===== config.mk =====
export PLATFORM = sky130hd
export DESIGN_NAME = line_mover
export DESIGN_NICKNAME = d
export VERILOG_FILES = /design/src/rtl/line_mover_pkg.sv /design/src/rtl/line_beat_counter.sv /design/src/rtl/line_mover.sv
export SDC_FILE = /design/constraint.sdc
export NUM_CORES = 1
export LEC_CHECK = 0
export ABC_AREA = 1
export BUFFER_PORTS_ARGS = -buffer_cell sky130_fd_sc_hd__buf_4
export CELL_PAD_IN_SITES_DETAIL_PLACEMENT = 1
export CELL_PAD_IN_SITES_GLOBAL_PLACEMENT = 2
export CORE_MARGIN = 2
export CORE_UTILIZATION = 21
export DETAILED_ROUTE_END_ITERATION = 7
export PLACE_DENSITY_LB_ADDON = 0.1
export SETUP_SLACK_MARGIN = 0.3
export SLEW_MARGIN = 10
export SYNTH_ARGS = -nofsm -noshare
export SYNTH_HDL_FRONTEND = slang
export SYNTH_SLANG_ARGS = --single-unit

===== constraint.sdc =====
create_clock -name clk -period 1.75 [get_ports clk]
set_input_delay 0 -clock clk [delete_from_list [all_inputs] [get_ports clk]]
set_output_delay 0 -clock clk [all_outputs]
set_load 0.005 [all_outputs]

===== src/rtl/line_mover_pkg.sv =====
// Shared types and sizing for the cache line transfer engine.
package line_mover_pkg;

  localparam int unsigned XLEN             = 32;
  localparam int unsigned NUM_SETS         = 4;
  localparam int unsigned SET_SIZE         = 2;
  localparam int unsigned WORDS_PER_LINE   = 8;
  localparam int unsigned WORD_SELECT_SIZE = 3;
  localparam int unsigned BYTE_SELECT_SIZE = 2;
  localparam int unsigned LINE_OFFSET_W    = WORD_SELECT_SIZE + BYTE_SELECT_SIZE;
  localparam int unsigned LINE_BASE_W      = XLEN - LINE_OFFSET_W;

  typedef enum logic [1:0] {
    MEM_OP_BYTE,
    MEM_OP_HALF,
    MEM_OP_WORD
  } memory_operation_size_e;

  typedef enum logic [2:0] {
    LM_IDLE,
    LM_EVICT,
    LM_FILL_REQ,
    LM_FILL_WAIT,
    LM_DONE
  } line_mover_state_e;

endpackage


===== src/rtl/line_beat_counter.sv =====
// Word-within-line beat counter with synchronous clear and a last-beat flag.
module line_beat_counter
  import line_mover_pkg::*;
(
  input  logic                        clk,
  input  logic                        reset_n,
  input  logic                        clear,
  input  logic                        inc,
  output logic [WORD_SELECT_SIZE-1:0] count,
  output logic                        last_c
);

  always_ff @(posedge clk or negedge reset_n) begin
    if (!reset_n) begin
      count <= '0;
    end else if (clear) begin
      count <= '0;
    end else if (inc) begin
      count <= count + WORD_SELECT_SIZE'(1);
    end
  end

  assign last_c = (count == WORD_SELECT_SIZE'(WORDS_PER_LINE - 1));

endmodule


===== src/rtl/line_mover.sv =====
// Cache line transfer engine: optional victim write-back, then word-by-word line fill.
module line_mover
  import line_mover_pkg::*;
(
  input  logic                        clk,
  input  logic                        reset_n,
  input  logic                        req_valid,
  output logic                        req_ready,
  input  logic [SET_SIZE-1:0]         req_set,
  input  logic                        req_evict,
  input  logic [XLEN-1:0]             req_evict_addr,
  input  logic [XLEN-1:0]             req_fill_addr,
  output logic                        done,
  output logic                        dl_perform_write,
  output logic [SET_SIZE-1:0]         dl_set,
  output memory_operation_size_e      dl_op_size,
  output logic [WORD_SELECT_SIZE-1:0] dl_word_select,
  output logic [BYTE_SELECT_SIZE-1:0] dl_byte_select,
  output logic [XLEN-1:0]             dl_word_to_store,
  input  logic [XLEN-1:0]             dl_fetched_word,
  output logic                        mem_req_valid,
  input  logic                        mem_req_ready,
  output logic                        mem_req_write,
  output logic [XLEN-1:0]             mem_req_addr,
  output logic [XLEN-1:0]             mem_req_wdata,
  input  logic                        mem_rsp_valid,
  input  logic [XLEN-1:0]             mem_rsp_rdata
);

  line_mover_state_e           state_q, state_d;
  logic [SET_SIZE-1:0]         set_q;
  logic [LINE_BASE_W-1:0]      evict_base_q, fill_base_q;
  logic [WORD_SELECT_SIZE-1:0] beat;
  logic                        beat_last_c;
  logic                        beat_clear_c, beat_inc_c;
  logic                        accept_c;
  logic                        unused_offsets;

  // Offset bits of the line addresses are meaningless to a whole-line transfer.
  assign unused_offsets = ^{req_evict_addr[LINE_OFFSET_W-1:0], req_fill_addr[LINE_OFFSET_W-1:0]};

  assign req_ready = (state_q == LM_IDLE);
  assign accept_c  = req_valid && req_ready;

  line_beat_counter u_beat (
    .clk     (clk),
    .reset_n (reset_n),
    .clear   (beat_clear_c),
    .inc     (beat_inc_c),
    .count   (beat),
    .last_c  (beat_last_c)
  );

  // Next-state and beat control.
  always_comb begin
    state_d      = state_q;
    beat_clear_c = 1'b0;
    beat_inc_c   = 1'b0;
    case (state_q)
      LM_IDLE: begin
        if (accept_c) begin
          beat_clear_c = 1'b1;
          state_d      = req_evict ? LM_EVICT : LM_FILL_REQ;
        end
      end
      LM_EVICT: begin
        if (mem_req_ready) begin
          beat_inc_c = 1'b1;
          if (beat_last_c) state_d = LM_FILL_REQ;
        end
      end
      LM_FILL_REQ: begin
        if (mem_req_ready) state_d = LM_FILL_WAIT;
      end
      LM_FILL_WAIT: begin
        if (mem_rsp_valid) begin
          beat_inc_c = 1'b1;
          state_d    = beat_last_c ? LM_DONE : LM_FILL_REQ;
        end
      end
      LM_DONE: state_d = LM_IDLE;
      default: state_d = LM_IDLE;
    endcase
  end

  // State, request latches and registered control outputs.
  always_ff @(posedge clk or negedge reset_n) begin
    if (!reset_n) begin
      state_q       <= LM_IDLE;
      set_q         <= '0;
      evict_base_q  <= '0;
      fill_base_q   <= '0;
      mem_req_valid <= 1'b0;
      mem_req_write <= 1'b0;
      done          <= 1'b0;
    end else begin
      state_q       <= state_d;
      mem_req_valid <= (state_d == LM_EVICT) || (state_d == LM_FILL_REQ);
      mem_req_write <= (state_d == LM_EVICT);
      done          <= (state_d == LM_DONE);
      if (accept_c) begin
        set_q        <= req_set;
        evict_base_q <= req_evict_addr[XLEN-1:LINE_OFFSET_W];
        fill_base_q  <= req_fill_addr[XLEN-1:LINE_OFFSET_W];
      end
    end
  end

  assign mem_req_addr  = {(state_q == LM_EVICT) ? evict_base_q : fill_base_q, beat,
                          BYTE_SELECT_SIZE'(0)};
  assign mem_req_wdata = dl_fetched_word;

  // Fill data lands in the array in the same cycle the memory returns it.
  assign dl_perform_write = (state_q == LM_FILL_WAIT) && mem_rsp_valid;
  assign dl_word_to_store = mem_rsp_rdata;
  assign dl_set           = set_q;
  assign dl_op_size       = MEM_OP_WORD;
  assign dl_word_select   = beat;
  assign dl_byte_select   = '0;

endmodule

==> metrics.cfg <==
[logic_synthesis]
yosysWarnings = 0
synthCells = 464
synth.distinct_cells = 18
ys_ff_latch = 65
ys_seq_area_frac = 0.451
synth_area_per_cell_um2 = 7.77
synth_area_mm2 = 0.00360

[power_and_ir_drop]
p_leak_nw = 2.94
irDropWorstVdd_uv = 624
p_per_area_mw_per_mm2 = 1730
power_mw = 9.67

[floorplan]
dieArea_mm2 = 0.0182
rows = 47
die_height_um = 135
die_w_um = 135
start_util = 0.216
coreArea_mm2 = 0.0167
ios = 246

[sta]
whs_ns = 0.00000224
rsz0062_at_grt = yes
slew_violations = 0
hold_viol = 0
fin_tns_setup_ns = 0
clock.fmax_ghz = 0.633
finClkSkew_ns = 0.00563
post-route-period-util = 0.903
layout_min_cycle_time_ns = 1.58
setup_violations = 0

[placement]
io_buffer_count = 101
dp_hpwl_um = 7080
place_area_mm2 = 0.00407
gp_congestion = 0.676

[clock_network]
cts-buffers-inserted = 9
tritoncts = built
clkTransAtPathRegs_ns = 0.05
cts_buffer_depth = 2
h-tree-depth = 3
cts-root-buf = clkbuf_16
cts_num_sinks = 65
clkLatencyLatePin_ns = 0.34

[hold_path]
hold_depth = 0
hold_path_class = input port to output pin
hp-start = dl_fetched_word[5]
worstHoldEndpoint = mem_req_wdata[5]

[worst_setup_path]
r2r-start = state_q[1]
cp_max_fo = 4
path_class = flop to output pin
worstReg2RegEnd = fill_base_q[14]
endpoint_kind = output pin
rrSetupSlack_ns = 0.19
ff2ff_path_depth = 7
arrival_ns = 1.58
cp.required_ns = 1.75
critPathLaunchType = flop

[detailed_routing]
drc = 0
num_vias = 3286
drtIter0Drc = 141
final_antenna_net_count = 0
dr.pass1.iters = 4
via_per_inst = 4.10
routedWlPerCell_um = 15.3
routed_wl_um = 12200

[finish]
nFillCells = 1967
fin_area_mm2 = 0.00560
layout-drive-gt1-share = 0.334
antenna_cells = 0
nNetsFinal = 714
areaGrowthSynthToFinish_pct = 55.4

[job]
drv_cap = 0

[run_status]
status = finished clean

[global_routing]
antenna_found_initial = 0
track_usage = 0.136
first_global_vias = 3513
gr-total-overflow = 0
grt_pass1_wl_um = 19000
grt_max_degree = 36

## cells in the mapped netlist
cell,instances,area [µm²]
nand2_1,204,766
nor2_1,7,26.3
buf_2,9,45.0
buf_4,80,601
clkbuf_1,5,18.8
dfrtp_1,65,1630
nand3_1,65,325
ha_1,2,25.0
inv_1,11,41.3
conb_1,2,7.51
buf_6,3,33.8
nor2_4,1,11.3
nor3_1,1,5.00
nand4_1,3,18.8
nor3_4,1,16.3
nand3_2,2,20.0
nand2_2,1,6.26
o21ai_0,2,10.0
## through the flow
step	utilization	cells	setup WS (ns)
after floorplan	-	468	0.469
after global placement	0.244	702	0.229
after detailed placement	0.244	702	0.181
after CTS	0.319	795	0.151
after global routing	0.335	801	0.104
final	0.335	801	0.169
## registers in the layout (all words and copies together), names as in the netlist
name           cells
done               1
fill_base_q       27
mem_req_write      1
state_q            3
dl_set             2
evict_base_q      27
mem_req_valid      1
u_beat.count       3
## logic make-up (layout without fill, tap and decap cells)
family,Yosys count,in the layout,synth area share
simple gates,285,285,0.332
buf+inv,108,221,0.205
flops,65,65,0.451
fa+ha+maj,2,2,0.00694
other cells,2,6,0.00208
compound gates,2,2,0.00278
## worst max path at each step
| stage | from | to | slack [ns] | cells past startpoint |
|---|---|---|---|---|
| finish | state_q[1] | req_ready | 0.17 | 5 |
| global route | state_q[1] | mem_req_addr[12] | 0.10 | 9 |
| CTS | state_q[1] | mem_req_addr[16] | 0.15 | 9 |
| detailed placement | state_q[1] | u_beat.count[2] | 0.18 | 5 |
| global placement | state_q[2] | u_beat.count[0] | 0.23 | 5 |
| floorplan | u_beat.count[0] | mem_req_valid | 0.47 | 8 |
## critical path, stage by stage, from the launching register on
cell and delay (ns):
dfrtp_2 0.42, buf_4 0.16, nor3_4 0.29, buf_6 0.15, buf_12 0.11, buf_4 0.10
## power by group
group | internal, mW | total (mW) | switching, mW
Combinational | 2.63 | 5.04 | 2.40
Clock | 1.33 | 2.01 | 0.684
Sequential | 2.19 | 2.62 | 0.427
## layout make-up
cell class / count / area, µm² / share of cell area
Clock buffer: 14 / 264 / 0.0472
Clock inverter: 2 / 60.1 / 0.0107
Inverter: 11 / 43.8 / 0.00782
Multi-Input combinational cell: 295 / 1410 / 0.252
Sequential cell: 65 / 1630 / 0.291
Tap cell: 220 / 275 / 0.0492
Timing Repair Buffer: 194 / 1910 / 0.341
## routing by layer
| layer | part of all wire | global-route usage |
|---|---|---|
| met4 | 0.015 | 0.0469 |
| met5 | 0 | 0 |
| met2 | 0.47 | 0.219 |
| met1 | 0.46 | 0.173 |
| met3 | 0.052 | 0.0409 |
## placed cells by master (no fill, tap or decap), drive strengths merged
| cell | count |
|---|---|
| ha | 2 |
| nor2 | 8 |
| conb | 6 |
| inv | 11 |
| dfrtp | 65 |
| buf | 133 |
| o21ai | 2 |
| nand4 | 3 |
| dlygate4sd3 | 59 |
| clkbuf | 16 |
| bufinv | 2 |
| nor3 | 2 |
| nand3 | 67 |
| nand2 | 205 |
## repair_timing
action	4_1_cts	5_1_grt
hold buffers	59	0
setup buffers	14	3
gates resized for setup	39	53
hold endpoints to repair	88	0
pin swaps	5	37
cloned	4	3
setup endpoints to repair	64	91
Power figures use the tool's default switching activity.
